### src/rtl/striping_sched.sv
// rtl/striping_sched.sv - round-robin lane scheduler with periodic SKP insertion
module striping_sched #(
  parameter int                DATA_W       = 32,
  parameter int                SKP_INTERVAL = 16,
  parameter logic [DATA_W-1:0] SKP_SYM      = DATA_W'(32'h1C1C_1C1C)
) (
  input  logic                clk_2f,
  input  logic                reset,
  input  logic [1:0]          cfg_width,
  input  logic [DATA_W-1:0]   in_data,
  input  logic                in_valid,
  output logic                in_ready,
  output logic [4*DATA_W-1:0] lane_data,
  output logic [3:0]          lane_valid,
  output logic                lane_skp,
  output logic [1:0]          stripe_ptr,
  output logic                link_active
);

  localparam logic [1:0] ST_IDLE = 2'd0;
  localparam logic [1:0] ST_RUN  = 2'd1;
  localparam logic [1:0] ST_SKP  = 2'd2;

  // A zero interval still needs a one-bit counter so the logic stays well formed.
  localparam int             CNT_W   = (SKP_INTERVAL == 0) ? 1 : $clog2(SKP_INTERVAL + 1);
  localparam logic [CNT_W-1:0] SKP_MAX = CNT_W'(SKP_INTERVAL);

  logic [1:0]       state, state_nx;
  logic [1:0]       act_w;
  logic [1:0]       width_eff;
  logic [1:0]       ptr_q, ptr_nx, ptr_adv;
  logic [CNT_W-1:0] cnt_q, cnt_nx, cnt_inc;
  logic [3:0]       lane_mask;
  logic             accept;
  logic             skp_due;

  assign in_ready    = reset && (state != ST_SKP);
  assign accept      = in_valid && in_ready;
  assign link_active = (state != ST_IDLE);
  assign stripe_ptr  = ptr_q;

  // While idle the incoming configuration is already the one the first word uses.
  assign width_eff = (state == ST_IDLE) ? cfg_width : act_w;
  assign cnt_inc   = (cnt_q == SKP_MAX) ? cnt_q : cnt_q + CNT_W'(1);
  assign skp_due   = (SKP_INTERVAL != 0) && (cnt_inc == SKP_MAX) && (ptr_adv == 2'd0);

  // Active lane mask and stripe pointer advance for the effective width.
  always_comb begin
    lane_mask = 4'b1111;
    ptr_adv   = ptr_q + 2'd1;
    case (width_eff)
      2'b00: begin
        lane_mask = 4'b0001;
        ptr_adv   = 2'd0;
      end
      2'b01: begin
        lane_mask = 4'b0011;
        ptr_adv   = {1'b0, ~ptr_q[0]};
      end
      default: ;
    endcase
  end

  // Next-state logic for the FSM, stripe pointer and interval counter.
  always_comb begin
    state_nx = state;
    ptr_nx   = ptr_q;
    cnt_nx   = cnt_q;
    case (state)
      ST_IDLE: begin
        if (accept) begin
          state_nx = ST_RUN;
          ptr_nx   = ptr_adv;
          cnt_nx   = cnt_inc;
        end
      end
      ST_RUN: begin
        if (accept) begin
          ptr_nx = ptr_adv;
          cnt_nx = cnt_inc;
          if (skp_due) state_nx = ST_SKP;
        end else if (ptr_q == 2'd0) begin
          state_nx = ST_IDLE;
        end
      end
      ST_SKP: begin
        state_nx = ST_RUN;
        cnt_nx   = '0;
      end
      default: state_nx = ST_IDLE;
    endcase
  end

  // Control state registers; the width is sampled only while idle.
  always_ff @(posedge clk_2f or negedge reset) begin
    if (!reset) begin
      state <= ST_IDLE;
      ptr_q <= 2'd0;
      cnt_q <= '0;
      act_w <= 2'b00;
    end else begin
      state <= state_nx;
      ptr_q <= ptr_nx;
      cnt_q <= cnt_nx;
      if (state == ST_IDLE) act_w <= cfg_width;
    end
  end

  // Lane output registers: strobes are single-cycle, data holds between writes.
  always_ff @(posedge clk_2f or negedge reset) begin
    if (!reset) begin
      lane_data  <= '0;
      lane_valid <= 4'b0000;
      lane_skp   <= 1'b0;
    end else begin
      lane_valid <= 4'b0000;
      lane_skp   <= 1'b0;
      if (state == ST_SKP) begin
        for (int n = 0; n < 4; n++) begin
          if (lane_mask[n]) lane_data[n*DATA_W +: DATA_W] <= SKP_SYM;
        end
        lane_valid <= lane_mask;
        lane_skp   <= 1'b1;
      end else if (accept) begin
        lane_data[ptr_q*DATA_W +: DATA_W] <= in_data;
        lane_valid                        <= 4'b0001 << ptr_q;
      end
    end
  end

endmodule
### config.mk
export PLATFORM = sky130hd
export DESIGN_NAME = striping_sched
export DESIGN_NICKNAME = d
export VERILOG_FILES = /design/src/rtl/striping_sched.sv
export SDC_FILE = /design/constraint.sdc
export NUM_CORES = 1
export LEC_CHECK = 0
export BUFFER_PORTS_ARGS = -buffer_cell sky130_fd_sc_hd__buf_4
export CAP_MARGIN = 10
export CORE_ASPECT_RATIO = 0.9
export CORE_MARGIN = 2
export CORE_UTILIZATION = 49
export CTS_BUF_LIST = sky130_fd_sc_hd__clkbuf_4 sky130_fd_sc_hd__clkbuf_8
export DETAILED_ROUTE_END_ITERATION = 8
export GPL_ROUTABILITY_DRIVEN = 0
export PLACE_DENSITY = 0.83
export SETUP_SLACK_MARGIN = 0.2
export SYNTH_ARGS = -nofsm -noshare
export SYNTH_HDL_FRONTEND = slang
export SYNTH_SLANG_ARGS = --single-unit
### constraint.sdc
create_clock -name clk_2f -period 2.05 [get_ports clk_2f]
set_input_delay 0.3075 -clock clk_2f [delete_from_list [all_inputs] [get_ports clk_2f]]
set_output_delay 0.3075 -clock clk_2f [all_outputs]
set_load 0.01 [all_outputs]
=== Word-level counts from Yosys, hierarchy flattened ===
Cells that the tools add are included.

* Word-level logic and storage cells: 70
* Bits of input ports: 37
* Register bits: 144
* Output and inout bits: 137

* Bitwise gates (word level): 1
* Equal/unequal tests: 14
* Shift operators: 3
* Reductions and logical operators: 18
* Multiplexer cells: 21
* $add $sub $neg: 3

{| class="wikitable"
|+ Operators by type and width
! kind !! number
|-
| $mux 128 || 2
|-
| $bwmux 128 || 1
|-
| $mux 32 || 4
|-
| $shift 32x34->128 const A || 1
|-
| $shiftx 32x34->128 || 1
|-
| $neg 7->34 || 1
|-
| $ne 2x2->1 const B || 6
|-
| $reduce_and 2->1 || 6
|-
| $eq 5x5->1 const B || 2
|-
| $mux 2 || 5
|-
| $mux 5 || 2
|-
| $pmux 5 s2 || 1
|-
| $logic_not 2->1 || 4
|-
| $mux 4 || 2
|-
| $pmux 4 s2 || 1
|-
| $ne 3x3->1 const B || 2
|-
| $pmux 2 s3 || 1
|-
| $reduce_bool 2->1 || 3
|-
| $add 5x1->5 const B || 1
|-
| $eq 2x1->1 const B || 2
|-
| $pmux 2 s2 || 1
|-
| $shl 1x2->4 const A || 1
|-
| $logic_and 1x1->1 || 3
|-
| $reduce_and 3->1 || 1
|-
| other kinds (6) || 6
|}

=== Depth between registers and ports, before layout ===
Gate-level depths: netlist of the first run.

* Depth in word-level cells: 9
* Gate-level depth with buffers: 10
* Mapped depth without buffers: 7

=== Worst setup path after synthesis of the first run ===
Ideal clock, no wire load.

* Path kind: register to register
* Start point: reg ptr_q[0] (netlist: stripe_ptr[0])
* End point: reg lane_data[33]
* Buffers on the path: 2
* Arrival: 2.160 ns
* Setup time: 0.065 ns
* Stages on the path, launching flop included: 10
* Required time: 1.985 ns
* Period minus slack after synthesis: 2.225 ns
* Slack: -0.175 ns
* Cell sequence: dfrtp_1 -> clkbuf_1 -> inv_1 -> ha_1 -> nor2b_1 -> nand3_1 -> nor2_1 -> buf_2 -> nand3_1 -> nand2_1

* Cells in the longest elaborated chain, start to end: 5
* Elaborated cells on any way between the ends: 6
* Classes of those cells: 1 x add/sub; 2 x shift; 3 x mux

{| class="wikitable"
|+ Ends and longest elaborated chain
! item !! line !! source
|-
| from (decl) || 31 || <nowiki>logic [1:0] ptr_q, ptr_nx, ptr_adv;</nowiki>
|-
| from (signal assigned) || 103 || <nowiki>ptr_q <= ptr_nx;</nowiki>
|-
| $neg 7->34 (*) || 125 || <nowiki>lane_data[ptr_q*DATA_W +: DATA_W] <= in_data;</nowiki>
|-
| $shiftx 32x34->128 or $shift 32x34->128 (tied branches) || 125 ||
|-
| $bwmux 128 (*) || 125 ||
|-
| $mux 128 (*) || 124 || <nowiki>end else if (accept) begin</nowiki>
|-
| $mux 128 (*) || 118 || <nowiki>if (state == ST_SKP) begin</nowiki>
|-
| to (signal, indexed assignment) || 125 ||
|-
| to (decl) || 13 || <nowiki>output logic [4*DATA_W-1:0] lane_data,</nowiki>
|}

Every way passes the cells marked *; elsewhere a longest branch is shown, timed or not. The select of a mux whose other input is x is not followed.
A chain may end at the register's enable or synchronous reset.

=== Worst setup path after layout of the first run ===
* Start point: in reset
* End point: reg lane_data[95]

* Cells in the longest elaborated chain, start to end: 4

{| class="wikitable"
|+ Ends and longest elaborated chain
! item !! line !! source
|-
| from (decl) || 8 || <nowiki>input logic reset,</nowiki>
|-
| $logic_and 1x1->1 || 37 || <nowiki>assign in_ready = reset && (state != ST_SKP);</nowiki>
|-
| $logic_and 1x1->1 || 38 || <nowiki>assign accept = in_valid && in_ready;</nowiki>
|-
| $reduce_bool 2->1 (no source line) || n/a ||
|-
| $reduce_and 2->1 (no source line) || n/a ||
|}

Every way passes these cells.

==> results of run 1 <==
state kept, by name, summed over array words and instances, names as in the netlist:
register    cells
cnt_q           5
lane_skp        1
state           2
act_w           2
lane_valid      4
lane_data     128
stripe_ptr      2
final timing paths:
kind                                            from                         to  slack, ns  cells after the start
max                                            reset  lane_data[95]$_DFFE_PN0P_       0.16                      8
min                                     cfg_width[0]         act_w[0]$_DFF_PN0_       0.13                      2
min reg2reg                lane_data[79]$_DFFE_PN0P_  lane_data[79]$_DFFE_PN0P_       0.49                      2
min in group asynchronous                      reset  lane_data[20]$_DFFE_PN0P_       0.51                      3
max in group asynchronous                      reset  lane_data[41]$_DFFE_PN0P_       0.44                      4
max reg2reg                     state[1]$_DFFE_PN0P_  lane_data[54]$_DFFE_PN0P_       0.24                      6
power groups by stage:
| stage | Clock (mW) | Combinational (mW) | Sequential [mW] |
|---|---|---|---|
| after floorplan | 0 | 1.08 | 3.93 |
| after global placement | 0 | 2.42 | 3.74 |
| after detailed placement | 0 | 2.51 | 3.76 |
| after CTS | 2.24 | 2.54 | 3.71 |
| after global routing | 2.37 | 2.80 | 3.79 |
| final | 2.20 | 2.58 | 3.73 |
critical path, delay by kind of cell:
family / cells / cell delay [ns]
simple gates: 2 / 0.52
compound gates: 2 / 0.38
buf+inv: 4 / 1.02
logic make-up (layout without fill, tap and decap cells):
| group | Yosys count | in the layout |
|---|---|---|
| AO/OA/AOI/OAI | 190 | 190 |
| XOR/XNOR | 2 | 2 |
| adder cells (fa/ha/maj) | 7 | 7 |
| multiplexers | 3 | 3 |
| AND/OR/NAND/NOR | 212 | 212 |
| flip-flops | 144 | 144 |
| buffers and inverters | 58 | 250 |
layer usage:
metal,wire length (um),track usage [%]
met1,7062,34.09
met2,8656,41.81
met3,1398,6.120
met4,251,7.061
met5,0,0
synthesized netlist by cell type, types with 5 or more instances:
master,count
sky130_fd_sc_hd__dfrtp_1,144
sky130_fd_sc_hd__nand2_1,131
sky130_fd_sc_hd__a21oi_1,65
sky130_fd_sc_hd__o21ai_0,57
sky130_fd_sc_hd__nor2_1,41
sky130_fd_sc_hd__o31ai_1,29
sky130_fd_sc_hd__buf_2,16
sky130_fd_sc_hd__nand3_1,15
sky130_fd_sc_hd__clkbuf_1,14
sky130_fd_sc_hd__a22o_1,12
sky130_fd_sc_hd__inv_1,11
sky130_fd_sc_hd__a22oi_1,9
sky130_fd_sc_hd__o21ai_1,8
sky130_fd_sc_hd__buf_6,7
sky130_fd_sc_hd__ha_1,7
sky130_fd_sc_hd__buf_4,5
what timing repair did:
action | 4_1_cts | 5_1_grt
hold endpoints to repair | 33 | 0
resized for setup | 4 | 10
gates cloned | 0 | 2
hold buffers | 1 | 0
pin swaps | 1 | 2
buffers inserted | 1 | 5
setup endpoints to repair | 41 | 80
cell usage in the layout, fill, tap and decap left out, types with 3 or more instances in the layout:
| master | instances |
|---|---|
| sky130_fd_sc_hd__o31ai_1 | 28 |
| sky130_fd_sc_hd__a22o_1 | 12 |
| sky130_fd_sc_hd__inv_1 | 9 |
| sky130_fd_sc_hd__nand2_1 | 131 |
| sky130_fd_sc_hd__a22oi_1 | 9 |
| sky130_fd_sc_hd__nand4_1 | 3 |
| sky130_fd_sc_hd__a21oi_1 | 65 |
| sky130_fd_sc_hd__clkbuf_8 | 18 |
| sky130_fd_sc_hd__inv_8 | 3 |
| sky130_fd_sc_hd__buf_12 | 4 |
| sky130_fd_sc_hd__nor2_1 | 41 |
| sky130_fd_sc_hd__clkinvlp_4 | 3 |
| sky130_fd_sc_hd__dfrtp_2 | 4 |
| sky130_fd_sc_hd__ha_1 | 6 |
| sky130_fd_sc_hd__buf_4 | 196 |
| sky130_fd_sc_hd__o21ai_1 | 8 |
| sky130_fd_sc_hd__o21ai_0 | 57 |
| sky130_fd_sc_hd__dfrtp_1 | 140 |
| sky130_fd_sc_hd__inv_6 | 6 |
| sky130_fd_sc_hd__nand3_1 | 14 |
cell type report:
cell class,count,area share [%]
inverter,13,0.6925
tap,160,2.462
clock buffer,18,3.047
clock inverter,14,1.770
timing repair buffer,205,20.10
sequential,144,44.38
multi-input combinational,414,27.55
per-stage QoR:
| step | power [mW] | setup WS, ns |
|---|---|---|
| after floorplan | 5.012 | 0.2140 |
| after global placement | 6.155 | 0.2576 |
| after detailed placement | 6.270 | 0.1592 |
| after CTS | 8.494 | 0.1505 |
| after global routing | 8.959 | 0.1082 |
| final | 8.517 | 0.1608 |
==> flow_metrics.tcl, run 1 <==
set metrics [dict create \
    design.die.area_um2 13320 \
    maxClockFrequency_mhz 529.3 \
    num_antenna_cells 0 \
    synth.lib_cells_used.distinct 46 \
    syn_std_cell_area_um2 6083 \
    cts.reportedPaths.clkPinSlew_ns 0.09 \
    worstPathCellList "dlygate4sd3_1 > buf_6 > and2_2 > and2_1 > a22oi_2 > buf_4 > clkbuf_16 > o31ai_1" \
    grt.total_usage_pct 25.41 \
    synthMuxAreaShare_pct 0.5142 \
    final_cell_count_no_fill 968 \
    start_util_pct 50.37 \
    synth_top_area_share_pct 59.23 \
    internal-power_mw 5.608 \
    maxCapViolations 0 \
    ant_nets 0 \
    detailedPlacementHpwl_mm 12.13 \
    share_clk_of_total_power_pct 25.9 \
    count_of_state_elements_after_synthesis 144 \
    syn_nets 660 \
    post_synthesis_share_of_cell_area_spent_on_full_adders_half_adders_and_majority_gates_pct 1.440 \
    holdWs_ns 0.1307 \
    cpPeakStageDelay_ns 0.54 \
    post-route-drc-count 0 \
    netlist_instances 616 \
    postLayoutCellArea_um2 8130 \
    timing.critical_path.from_type "primary input" \
    hp-class "primary input to flip-flop" \
    crit_path_top_delay_cell "sky130_fd_sc_hd__dlygate4sd3_1" \
    numPlacedInstances 927 \
    synth_compound_area_share_pct 18.84 \
    synth-edff-count 0 \
    run_status "complete, no violations" \
    netlist_top_cells_area "sky130_fd_sc_hd__dfrtp_1 (59%), sky130_fd_sc_hd__nand2_1 (8.1%), sky130_fd_sc_hd__a21oi_1 (5.3%)" \
    seq_area_frac_synth_pct 59.23 \
    insertion_delay_ns 0.43 \
    area_growth_syn_to_layout_pct 33.65 \
    syn_area_per_cell_um2 9.876 \
    fin_util_pct 67.32 \
    dr.first_iter.drc_count 533 \
    synth-main-ff-cell "sky130_fd_sc_hd__dfrtp_1" \
    drt_pass1_iterations 5 \
    xor_xnor_fraction_of_synth_area_pct 0.2879 \
    asyncSetResetFlopFracSynth_pct 100.0 \
    peakVddDrop_mv 0.7620 \
    numCtsBuffers 17 \
    power_switching_mw 2.909 \
    timing.max_slew.rel_slack_pct 50.91 \
    design.portCount 174 \
    crit_required_ns 2.38 \
    clock-skew-final_ns 0.01129 \
    dieWidth_um 121.5 \
    fillers 950 \
    powerDensity_nw_per_um2 1048 \
    grt_overflow 0 \
    synth.largest_area_cell "sky130_fd_sc_hd__dfrtp_1" \
    min_period_over_period_pct 92.16 \
    via_count_of_the_first_global_routing_pass 5057 \
    comb_power_share_pct 30.3 \
    antenna_found_initial 0 \
    rsz0062_at_grt "true" \
    critical_path_peak_fanout 16 \
    clk_root_buffer_cell "sky130_fd_sc_hd__clkbuf_8" \
    power_leakage_nw 4.054 \
    wl_per_cell_um 17.94 \
    h-tree-depth 4 \
    period_minus_slack_ns 1.889 \
    multiInputGateArea_um2 2240 \
    port-buffer-count 173 \
    die_y_um 109.7 \
    finalHoldViolations 0 \
    worst_setup_path_class "primary input to flip-flop" \
    largest_net_degree_at_the_start_of_global_routing 65 \
    yosys_warnings 0 \
    p_sw_share_pct 34.16 \
    slew_violations 0 \
    tightestPinTransition_ns 0.7364 \
    final_layout_size_suffix_gt1_share_pct 32.43 \
    dpl-instance-area_um2 7587 \
    grt_first_pass_wirelength_mm 26.27 \
    finish.net_count 839 \
    timing.critical_path.arrival_ns 2.22 \
    tritoncts_clock_tree "yes" \
    main_combinational_cell_family_by_area_after_synthesis "compound AO/OA/AOI/OAI gates" \
    core_area_um2 12080 \
    core.rowCount 38 \
    wl_mm 17.37 \
    setup_viol_count_final 0 \
    post_synth_and_or_nand_nor_area_fraction_pct 14.56 \
    routed-via-count 5394 \
    timing.critical_path.to_type "flip-flop" \
    via_density_per_instance 5.572 \
    clock_tree.buffer_depth 2 \
    regArea_um2 3608 \
    sink_count_of_the_clock_tree 144 \
    power_frac_seq_pct 43.8 \
    aggregate_negative_setup_slack_ns 0 \
]
Power figures use the tool's default switching activity.
==> run 2: changes to the inputs <==
--- a/config.mk
+++ b/config.mk
@@ -14,6 +14,7 @@
 export DETAILED_ROUTE_END_ITERATION = 8
 export GPL_ROUTABILITY_DRIVEN = 0
 export PLACE_DENSITY = 0.83
+export RECOVER_POWER = 25
 export SETUP_SLACK_MARGIN = 0.2
 export SYNTH_ARGS = -nofsm -noshare
 export SYNTH_HDL_FRONTEND = slang
==> run 2 against run 1 <==
Via count decreased by 0.17%. Total power decreased by 0.55%. Die area unchanged. Clock skew about the same. Hold slack about the same. Sequential power about the same. Highest routed layer unchanged. Global-route usage unchanged. Fmax about the same. Clock-buffer cell count unchanged. Sequential cell count unchanged. Largest power group unchanged. Final cell count unchanged.
==> flow_metrics.tcl, run 2 (synthesis gave the netlist of run 1 again) <==
set metrics [dict create \
    start_util_pct 50.37 \
    dieWidth_um 121.5 \
    timing.rr.start "state[0]$_DFFE_PN0P_" \
    power_leakage_nw 3.972 \
    grt_first_pass_wirelength_mm 26.27 \
    regToRegEndpoint "lane_data[95]$_DFFE_PN0P_" \
    final_layout_size_suffix_gt1_share_pct 29.83 \
    finalHoldViolations 0 \
    cp-startpoint "reset" \
    setup_viol_count_final 0 \
    clock_tree.buffer_depth 2 \
    cpPeakStageDelay_ns 0.54 \
    power.total_mw 8.470 \
    reg2reg_slack_ns 0.21 \
    worst_slack_ns 0.1593 \
    largestRegisters "lane_data: 128 flops, cnt_q: 5 flops, lane_valid: 4 flops" \
    port-buffer-count 173 \
    period_minus_slack_ns 1.891 \
    timing.max_slew.rel_slack_pct 14.89 \
    aggregate_negative_setup_slack_ns 0 \
    numCtsBuffers 17 \
    dpl_worst_slack_ns 0.1592 \
    grt_overflow 0 \
    die_y_um 109.7 \
    hp-class "primary input to flip-flop" \
    insertion_delay_ns 0.43 \
    crit_required_ns 2.38 \
    crit_path_top_delay_cell "sky130_fd_sc_hd__dlygate4sd3_1" \
    ant_nets 0 \
    num_antenna_cells 0 \
    worst_setup_path_class "primary input to flip-flop" \
    critical_path_peak_fanout 16 \
    via_count_of_the_first_global_routing_pass 5057 \
    final_cell_count_no_fill 968 \
    post-route-drc-count 0 \
    powerDensity_nw_per_um2 1052 \
    most_frequent_standard_cell_in_the_layout_excluding_fill_and_tap_cells "sky130_fd_sc_hd__buf_4" \
    numPlacedInstances 927 \
    wl_per_cell_um 17.96 \
    tightestPinTransition_ns 1.277 \
    timing.critical_path.to_type "flip-flop" \
    antenna_found_initial 0 \
    detailedPlacementHpwl_mm 12.13 \
    tritoncts_clock_tree "yes" \
    routed-via-count 5385 \
    sink_count_of_the_clock_tree 144 \
    critPathCapture "lane_data[95]$_DFFE_PN0P_" \
    rsz0062_at_grt "true" \
    commonest_cells_after_routing_fill_and_taps_aside "sky130_fd_sc_hd__buf_4 (175), sky130_fd_sc_hd__dfrtp_1 (140), sky130_fd_sc_hd__nand2_1 (131)" \
    reg2reg_depth 6 \
    largest_net_degree_at_the_start_of_global_routing 65 \
    wl_mm 17.39 \
    worstPathCellList "dlygate4sd3_1 > buf_6 > and2_2 > and2_1 > a22oi_2 > buf_4 > clkbuf_16 > o31ai_1" \
    timing.critical_path.arrival_ns 2.22 \
    clk_root_buffer_cell "sky130_fd_sc_hd__clkbuf_8" \
    clock-skew-final_ns 0.01107 \
    holdWs_ns 0.1310 \
    drt_pass1_iterations 5 \
    min_period_over_period_pct 92.23 \
    design.portCount 174 \
    area_growth_syn_to_layout_pct 32.37 \
    design.die.area_um2 13320 \
    run_status "complete, no violations" \
    core_area_um2 12080 \
    peakVddDrop_mv 0.7617 \
    timing.critical_path.from_type "primary input" \
    max_flop_register "lane_data" \
    grt.total_usage_pct 25.41 \
    largest_register_ff_count 128 \
    via_density_per_instance 5.563 \
    cts.reportedPaths.clkPinSlew_ns 0.09 \
    h-tree-depth 4 \
    finish.net_count 839 \
    slew_violations 0 \
    dr.first_iter.drc_count 520 \
    core.rowCount 38 \
    maxClockFrequency_mhz 528.9 \
    maxCapViolations 0 \
]
==> run 2: changes by cell type in the layout (fill, tap and decap cells not counted), sizes merged <==
cell	previous run	this run
buf	202	181
clkbuf	20	41
==> run 2: timing repair <==
item,in CTS,in global routing
setup buffers,1,5
endpoints found under the hold margin,33,0
pin swaps,1,2
hold buffers,1,0
cloned,0,2
resized for setup,4,10
setup endpoints to repair,41,80
==> run 2: report_power, final <==
| group | switching [mW] | internal, mW |
|---|---|---|
| logic | 1.37 | 1.18 |
| registers | 0.378 | 3.36 |
| clock network | 1.16 | 1.04 |
==> run 2: worst min-delay path by stage <==
stage,startpoint,to,slack (ns),depth (start not counted)
after floorplan,reset,act_w[0]$_DFF_PN0_,0.01,0
after global placement,reset,lane_data[20]$_DFFE_PN0P_,0.40,2
after detailed placement,reset,lane_data[12]$_DFFE_PN0P_,0.41,2
after CTS,cfg_width[0],act_w[0]$_DFF_PN0_,0.10,2
after global routing,in_data[23],lane_data[23]$_DFFE_PN0P_,0.11,2
final,cfg_width[0],act_w[0]$_DFF_PN0_,0.13,2
==> run 2: layout make-up <==
type	instances	area, um^2
fill	971	4024
sequential	144	3608
multi-input combinational	414	2240
timing repair buffer	205	1556
clock buffer	18	247.7
tap	160	200.2
clock inverter	14	143.9
inverter	13	56.30
==> run 2: through the flow <==
stage / util, % / cell area, um^2
floorplan: - / 6142
global placement: 62.83 / 7587
detailed placement: 62.83 / 7587
CTS: 66.32 / 8009
global route: 66.68 / 8053
finish: 66.68 / 8053
==> run 2: critical path: cells and delay by family <==
family	cells	cell delay, ns
compound gates	2	0.38
buf+inv	4	1.03
simple gates	2	0.52
==> run 2: metal layers <==
metal	up-vias	part of all wire, %	track usage [%]
li1	2473	-	-
met1	2636	41	34.09
met2	258	50	41.81
met3	18	8.2	6.120
met4	0	1.3	7.061
met5	-	0	0
